### config.mk
export PLATFORM = sky130hd
export DESIGN_NAME = pipeline_seq_ctrl_flat
export DESIGN_NICKNAME = d
export VERILOG_FILES = /design/src/rtl/pipeline_seq_ctrl_if.sv /design/src/rtl/pipeline_seq_ctrl.sv /design/src/flat_wrapper.sv
export SDC_FILE = /design/constraint.sdc
export NUM_CORES = 1
export LEC_CHECK = 0
export CAP_MARGIN = 20
export CORE_ASPECT_RATIO = 1.1
export CORE_MARGIN = 5
export CORE_UTILIZATION = 61
export CTS_BUF_LIST = sky130_fd_sc_hd__clkbuf_4 sky130_fd_sc_hd__clkbuf_8
export DETAILED_ROUTE_END_ITERATION = 16
export PLACE_DENSITY_LB_ADDON = 0.12
export SYNTH_ARGS = -nofsm -noshare
export SYNTH_HDL_FRONTEND = slang
export SYNTH_SLANG_ARGS = --single-unit
### constraint.sdc
create_clock -name clk -period 4.36 [get_ports clk]
set_input_delay 0.436 -clock clk [delete_from_list [all_inputs] [get_ports clk]]
set_output_delay 0.436 -clock clk [all_outputs]
set_load 0.02 [all_outputs]
### src/rtl/pipeline_seq_ctrl_if.sv
// Host/pipeline handshake bundle for the packet-pipeline sequencer.
// master: the host/pipeline side that drives job, packet and status inputs.
// slave:  the sequencer, which drives pipeline controls and packet flow strobes.
interface pipeline_seq_ctrl_if;
    logic       start;
    logic       pkt_in_valid;
    logic       pkt_in_last;
    logic       pkt_in_ready;
    logic       pkt_out_ready;
    logic       pkt_out_valid;
    logic       pkt_out_last;
    logic [7:0] fifo_depth;
    logic [3:0] thread_halt;
    logic [1:0] mode_code;
    logic [1:0] thread_IF;
    logic       pipe_rst;
    logic       rst_FIFO;
    logic       busy;
    logic       done;
    logic       timeout;

    modport master (
        output start, pkt_in_valid, pkt_in_last, pkt_out_ready, fifo_depth, thread_halt,
        input  pkt_in_ready, pkt_out_valid, pkt_out_last, mode_code, thread_IF,
               pipe_rst, rst_FIFO, busy, done, timeout
    );

    modport slave (
        input  start, pkt_in_valid, pkt_in_last, pkt_out_ready, fifo_depth, thread_halt,
        output pkt_in_ready, pkt_out_valid, pkt_out_last, mode_code, thread_IF,
               pipe_rst, rst_FIFO, busy, done, timeout
    );
endinterface

### src/rtl/pipeline_seq_ctrl.sv
// Purpose: sequences one packet job through CLR -> FILL -> RUN -> DRAIN for the 4-thread pipeline.
// Latency: start->CLR 1 cycle, CLR->FILL 1, last word->RUN 1, final read->pkt_out_valid 1->done 1.
// Backpressure: FILL stalls (pkt_in_ready=0) at fifo_depth==FIFO_CAP; DRAIN reads only while pkt_out_ready.
//
// Ports: clk, rst (async, active-high); bus (slave modport) carries start, the packet in/out
// handshakes, fifo_depth, thread_halt and the pipeline controls mode_code, thread_IF, pipe_rst,
// rst_FIFO plus busy/done/timeout status.
// Build option: define THREAD_SKIP_EN to make RUN fetch only non-halted threads.
module pipeline_seq_ctrl #(
    parameter int FIFO_CAP       = 255,
    parameter int MAX_RUN_CYCLES = 1024,
    parameter int CNT_W          = 16
) (
    input logic                clk,
    input logic                rst,
    pipeline_seq_ctrl_if.slave bus
);
    typedef enum logic [2:0] {IDLE, CLR, FILL, RUN, DRAIN} state_t;

    localparam logic [7:0]       CAP8     = 8'(FIFO_CAP);
    localparam logic [CNT_W-1:0] RUN_LAST = CNT_W'(MAX_RUN_CYCLES - 1);

    state_t           state, state_nxt;
    logic [7:0]       word_cnt, rd_cnt;
    logic [CNT_W-1:0] run_cnt;
    logic [1:0]       thread_q, thr_entry, thr_next;
    logic             out_vld_q, out_last_q, done_q, timeout_q;
    logic             in_rdy, accept, rd_stb, all_halt, run_lim, run_exit, drain_end;
    logic [1:0]       mode_c;
    logic             pipe_rst_c, rst_fifo_c;

    assign in_rdy    = (state == FILL) && (bus.fifo_depth < CAP8);
    assign accept    = in_rdy && bus.pkt_in_valid;
    assign rd_stb    = (state == DRAIN) && bus.pkt_out_ready && (rd_cnt != 8'd0);
    assign all_halt  = (bus.thread_halt == 4'hF);
    assign run_lim   = (run_cnt == RUN_LAST);
    assign run_exit  = all_halt || run_lim;
    // An empty job has nothing to read; otherwise finish once the last word has been presented.
    assign drain_end = (word_cnt == 8'd0) || (out_vld_q && out_last_q);

`ifdef THREAD_SKIP_EN
    // First non-halted thread after cur in round-robin order; cur itself is the last resort.
    // If every thread is halted RUN exits this cycle anyway, so plain rotation is fine.
    function automatic logic [1:0] next_live(input logic [1:0] cur, input logic [3:0] halt);
        logic [1:0] pick;
        logic [1:0] cand;
        pick = cur + 2'd1;
        for (int k = 4; k >= 1; k--) begin
            cand = cur + 2'(k);
            if (!halt[cand]) pick = cand;
        end
        return pick;
    endfunction

    assign thr_entry = next_live(2'd3, bus.thread_halt);
    assign thr_next  = next_live(thread_q, bus.thread_halt);
`else
    assign thr_entry = 2'd0;
    assign thr_next  = thread_q + 2'd1;
`endif

    // State register
    always_ff @(posedge clk or posedge rst) begin
        if (rst) state <= IDLE;
        else     state <= state_nxt;
    end

    // Next-state logic
    always_comb begin
        state_nxt = state;
        case (state)
            IDLE:    if (bus.start) state_nxt = CLR;
            CLR:     state_nxt = FILL;
            FILL:    if (accept && bus.pkt_in_last) state_nxt = RUN;
            RUN:     if (run_exit) state_nxt = DRAIN;
            DRAIN:   if (drain_end) state_nxt = IDLE;
            default: state_nxt = IDLE;
        endcase
    end

    // Output decode: pure decode of the state register, except the FILL write and
    // DRAIN read strobes which must land in the same cycle as the handshake.
    always_comb begin
        mode_c     = 2'b11;
        pipe_rst_c = 1'b1;
        rst_fifo_c = 1'b0;
        case (state)
            CLR:   rst_fifo_c = 1'b1;
            FILL:  if (accept) mode_c = 2'b00;
            RUN: begin
                mode_c     = 2'b10;
                pipe_rst_c = 1'b0;
            end
            DRAIN: if (rd_stb) mode_c = 2'b01;
            default: ;
        endcase
    end

    // Counters, thread pointer and registered status
    always_ff @(posedge clk or posedge rst) begin
        if (rst) begin
            word_cnt   <= 8'd0;
            rd_cnt     <= 8'd0;
            run_cnt    <= '0;
            thread_q   <= 2'd0;
            out_vld_q  <= 1'b0;
            out_last_q <= 1'b0;
            done_q     <= 1'b0;
            timeout_q  <= 1'b0;
        end else begin
            thread_q   <= 2'd0;
            done_q     <= 1'b0;
            // FIFO read data appears one cycle after the read strobe.
            out_vld_q  <= rd_stb;
            out_last_q <= rd_stb && (rd_cnt == 8'd1);
            case (state)
                IDLE: if (bus.start) timeout_q <= 1'b0;
                CLR:  word_cnt <= 8'd0;
                FILL: begin
                    run_cnt <= '0;
                    if (accept && (word_cnt != CAP8)) word_cnt <= word_cnt + 8'd1;
                    if (accept && bus.pkt_in_last)    thread_q <= thr_entry;
                end
                RUN: begin
                    run_cnt <= run_cnt + CNT_W'(1);
                    if (run_lim) timeout_q <= 1'b1;
                    if (run_exit) rd_cnt <= word_cnt;
                    else          thread_q <= thr_next;
                end
                DRAIN: begin
                    if (rd_stb)    rd_cnt <= rd_cnt - 8'd1;
                    if (drain_end) done_q <= 1'b1;
                end
                default: ;
            endcase
        end
    end

    assign bus.pkt_in_ready  = in_rdy;
    assign bus.pkt_out_valid = out_vld_q;
    assign bus.pkt_out_last  = out_last_q;
    assign bus.mode_code     = mode_c;
    assign bus.thread_IF     = thread_q;
    assign bus.pipe_rst      = pipe_rst_c;
    assign bus.rst_FIFO      = rst_fifo_c;
    assign bus.busy          = (state != IDLE);
    assign bus.done          = done_q;
    assign bus.timeout       = timeout_q;
endmodule

### src/flat_wrapper.sv
// flat-port wrapper written by rule: the top's interface ports become plain ports
module pipeline_seq_ctrl_flat 
#(
    parameter int FIFO_CAP       = 255,
    parameter int MAX_RUN_CYCLES = 1024,
    parameter int CNT_W          = 16
)
  (clk, rst, bus_start, bus_pkt_in_valid, bus_pkt_in_last, bus_pkt_out_ready, bus_fifo_depth, bus_thread_halt, bus_pkt_in_ready, bus_pkt_out_valid, bus_pkt_out_last, bus_mode_code, bus_thread_IF, bus_pipe_rst, bus_rst_FIFO, bus_busy, bus_done, bus_timeout);
  pipeline_seq_ctrl_if bus_i ();
  input logic clk;
  input logic rst;
  input wire logic [$bits(bus_i.start)-1:0] bus_start;
  input wire logic [$bits(bus_i.pkt_in_valid)-1:0] bus_pkt_in_valid;
  input wire logic [$bits(bus_i.pkt_in_last)-1:0] bus_pkt_in_last;
  input wire logic [$bits(bus_i.pkt_out_ready)-1:0] bus_pkt_out_ready;
  input wire logic [$bits(bus_i.fifo_depth)-1:0] bus_fifo_depth;
  input wire logic [$bits(bus_i.thread_halt)-1:0] bus_thread_halt;
  output wire logic [$bits(bus_i.pkt_in_ready)-1:0] bus_pkt_in_ready;
  output wire logic [$bits(bus_i.pkt_out_valid)-1:0] bus_pkt_out_valid;
  output wire logic [$bits(bus_i.pkt_out_last)-1:0] bus_pkt_out_last;
  output wire logic [$bits(bus_i.mode_code)-1:0] bus_mode_code;
  output wire logic [$bits(bus_i.thread_IF)-1:0] bus_thread_IF;
  output wire logic [$bits(bus_i.pipe_rst)-1:0] bus_pipe_rst;
  output wire logic [$bits(bus_i.rst_FIFO)-1:0] bus_rst_FIFO;
  output wire logic [$bits(bus_i.busy)-1:0] bus_busy;
  output wire logic [$bits(bus_i.done)-1:0] bus_done;
  output wire logic [$bits(bus_i.timeout)-1:0] bus_timeout;
  assign bus_i.start = bus_start;
  assign bus_i.pkt_in_valid = bus_pkt_in_valid;
  assign bus_i.pkt_in_last = bus_pkt_in_last;
  assign bus_i.pkt_out_ready = bus_pkt_out_ready;
  assign bus_i.fifo_depth = bus_fifo_depth;
  assign bus_i.thread_halt = bus_thread_halt;
  assign bus_pkt_in_ready = bus_i.pkt_in_ready;
  assign bus_pkt_out_valid = bus_i.pkt_out_valid;
  assign bus_pkt_out_last = bus_i.pkt_out_last;
  assign bus_mode_code = bus_i.mode_code;
  assign bus_thread_IF = bus_i.thread_IF;
  assign bus_pipe_rst = bus_i.pipe_rst;
  assign bus_rst_FIFO = bus_i.rst_FIFO;
  assign bus_busy = bus_i.busy;
  assign bus_done = bus_i.done;
  assign bus_timeout = bus_i.timeout;
  pipeline_seq_ctrl #(.FIFO_CAP(FIFO_CAP), .MAX_RUN_CYCLES(MAX_RUN_CYCLES), .CNT_W(CNT_W)) u_core (.clk(clk), .rst(rst), .bus(bus_i));
endmodule
==> metrics.md <==
| Metric | Value |
|---|---|
| Crit share post-route | about 71% |
| Distinct cells, synth | 52 |
| Fmax | around 320 MHz |
| # diodes | 0 |
| R2r setup slk | 1660 ps |
| Final min period | just over 3000 ps |
| Async SR Flop Fraction | 100% |
| Peak supply drop | ~360 µV |
| CTS H-tree depth | 2 |
| Syn-to-layout area delta | 17.7% |
| Total GRT Usage | 23.7% |
| CTS tree | built |
| Gp weighted congestion | about 0.96 |
| Max-slew headroom | between 40% and 50% |
| RSZ-0062 raised after global routing | false |
| Residual DRC | 0 |
| Tightest Pin Transition | ~870 ps |
| Hold Path Stages | 1 |
| Worst path required time | roughly 3900 ps |
| Pre-CTS WS | about 1600 ps |
| Critical path class | reg2out |
| Syn nets | roughly 290 |
| Largest net degree at the start of global routing | 42 |
| Vias in the first global route | ~2k |
| Die Y | approximately 75 µm |
| Hold_ws | around 470 ps |
| Worst Path Max Fanout | 4 |
| Post-synthesis share of cell area spent on xor and xnor gates | 2.26% |
| Sequential area share after synthesis | 44.2% |
| First-pass GRT wire length | 9.09 mm |
| R2r startpoint | u_core.state[2] |
| Skew final | 7.37 ps |
| IO Port Bufs | 29 |
| Total grt overflow | 0 |
| Startpoint class of the critical path | register |
| Wirelength, routed | around 5.3 mm |
| Syn Std Cell Area | between 2000 and 2500 µm² |
| Busiest grt layer | met2 |
| Leakage | 1.18 nW |
| Post-Synth Adder-Cell Area | 2.70% |
| Initial Util | 63.5% |
| Setup Buffers After CTS | 0 |
| Grt met1 use | a little over a quarter |
| Post-synth EDFFs | 0 |
| Setup ws final | 1270 ps |
| Cell Rows | 23 |
| Slew Viols, Final | 0 |
| Clk_lat worst skew | approximately 300 ps |
| Largest family of logic cells by synthesized area | simple AND/OR/NAND/NOR gates |
| Endpoints failing setup | 0 |
| Status | finished clean |
| Post-Synth Simple-Gate Area | between 20% and 30% |
| Setup TNS | 0 ps |
| Max-Cap Viols | 0 |
| Die width | 68.8 µm |
| Hold EP | u_core.bus.thread_IF[0] |
| HP Start | u_core.bus.thread_IF[0] |
| Syn avg cell area | between 8 and 9 µm² |
| Cts bufs inserted | 5 |
| Sink Count | 41 |
| Hold Vio Cnt, Final | 0 |
| Ports | 30 |
| Root Driver | clkbuf_8 |
| Clock transition at path regs | around 80 ps |
| Most common flop cell mapped by yosys | dfrtp_1 |
| Worst min path class | reg2reg |
| Met2 Usage GRT | about two fifths |
| Yosys Warn Count | 0 |
| Grt met3 use | 5.97% |
| Syn Inst Count | about 260 |
| Reg2reg path depth | 7 |
| RR Endpoint | u_core.rd_cnt[7] |
| CP Data Arrival Time | between 2000 and 3000 ps |
| Die ar. | slightly above 5000 µm² |
| DRT iter0 DRCs | about 140 |
| Fin nets | approximately 310 |
| Initial antenna violation count | 0 |
| Bufs on Longest Clock Path | 2 |
| Post-DR vias/cell | about 6.0 |
| Final ANT Viol Nets | 0 |
| Multiplexer area fraction after synthesis | 3.02% |
| Post-CTS sizing | 0 |
| Share of cells above drive strength 1 | approximately 8% |
| TritonRoute pass-1 iters | 4 |
| Wire per inst | between 15 and 20 µm |
| Power Dens Cells | slightly above 500 nW/µm² |
| Core footprint | ~3700 µm² |
| Compound-Gate Fraction of Synth Area | 18.4% |
| Hpwl dp | 3.82 mm |
| Seq cells post-synth | 41 |
| CP Capture Type | output port |
| Vias | 2,031 |
| Cts hold-fix bufs | 0 |
worst max-delay path: stages, from the launching register on:
cell	delay, ps
dfrtp_1	410
inv_1	120
ha_1	220
or3b_4	410
o311a_4	390
o21ai_0	170
clkdlybuf4s50_1	650
power breakdown:
part / total, mW / switching, mW / internal, mW
registers: 0.531 / 0.0884 / 0.443
logic: 0.590 / 0.352 / 0.238
clock network: 0.275 / 0.132 / 0.143
worst max-delay path by stage:
stage / slack, ps / cells past startpoint / endpoint / startpoint
6_report: 1270 / 6 / bus_mode_code[1] / u_core.rd_cnt[0]
5_1_grt: 1160 / 6 / bus_mode_code[1] / u_core.rd_cnt[0]
4_1_cts: 1260 / 6 / bus_mode_code[1] / u_core.rd_cnt[0]
3_5_place_dp: 1590 / 6 / bus_mode_code[1] / u_core.rd_cnt[0]
3_3_place_gp: 1660 / 6 / bus_mode_code[1] / u_core.rd_cnt[0]
2_1_floorplan: 2000 / 5 / bus_mode_code[1] / u_core.rd_cnt[0]
synth_stat cells (2+ instances only):
library cell,number,area [µm²]
o31ai_1,5,37.5
nand4_1,8,50.1
nor4_1,2,12.5
and2_1,3,18.8
nor3_1,7,35.0
nand2_1,29,109
or3_1,2,12.5
dfrtp_1,41,1030
a31oi_1,5,31.3
buf_2,2,10.0
xnor2_1,3,26.3
a22o_1,2,17.5
nor2_1,35,131
o21ai_0,32,160
a21oi_1,5,25.0
clkbuf_1,4,15.0
a22oi_1,2,15.0
nand3_1,14,70.1
and3_1,6,37.5
mux2i_1,7,70.1
xor2_1,3,26.3
buf_4,3,22.5
inv_1,9,33.8
ha_1,5,62.6
stage by stage:
step | std cells | util, % | power, mW | area, µm²
floorplan | 262 | - | 0.945 | 2320
global placement | 333 | 72.0 | 1.11 | 2630
detailed placement | 333 | 72.0 | 1.12 | 2630
CTS | 341 | 74.7 | 1.40 | 2730
global route | 341 | 74.7 | 1.50 | 2730
finish | 341 | 74.7 | 1.40 | 2730
cell type report:
class	instances	area, µm²
Multi-Input combinational cell	201	1200
Sequential cell	41	1030
Fill cell	290	923
Timing Repair Buffer	31	305
Clock buffer	7	96.3
Tap cell	50	62.6
Inverter	10	37.5
Clock inverter	1	5.00
layout by cell type, fill, tap and decap left out, drive strengths merged, types with 2 or more instances in the layout:
cell           instances
nor4                   2
dfrtp                 41
nor2                  36
o21ai                 33
ha                     5
a31oi                  5
or3                    2
o22a                   2
nand2                 29
inv                   10
buf                    2
clkbuf                 7
nand3                 14
mux2i                  7
o31ai                  5
nand4                  8
a22oi                  2
and2                   3
nor3b                  2
clkdlybuf4s50         29
a22o                   2
and4                   2
a21oi                  6
xnor2                  3
nor3                   7
xor2                   3
and3                   6
cell families after synthesis:
family,Yosys count
XOR/XNOR,6
flip-flops,41
buffers and inverters,20
adder cells (fa/ha/maj),5
AO/OA/AOI/OAI,64
AND/OR/NAND/NOR,119
multiplexers,7
metal layers:
metal | vias to the layer above | wire length (µm)
li1 | 992 | -
met1 | 967 | 2190
met2 | 53 | 2720
met3 | 19 | 228
met4 | 0 | 165
met5 | - | 0
flip-flops by register name, summed over array words and instances, names as in the netlist:
signal and flops:
u_core.run_cnt 16, u_core.rd_cnt 8, u_core.word_cnt 8, u_core.state 3, u_core.bus.thread_IF 2, u_core.bus.done 1
u_core.bus.pkt_out_last 1, u_core.bus.pkt_out_valid 1, u_core.bus.timeout 1
No activity file was read; power rests on OpenSTA's default activity.
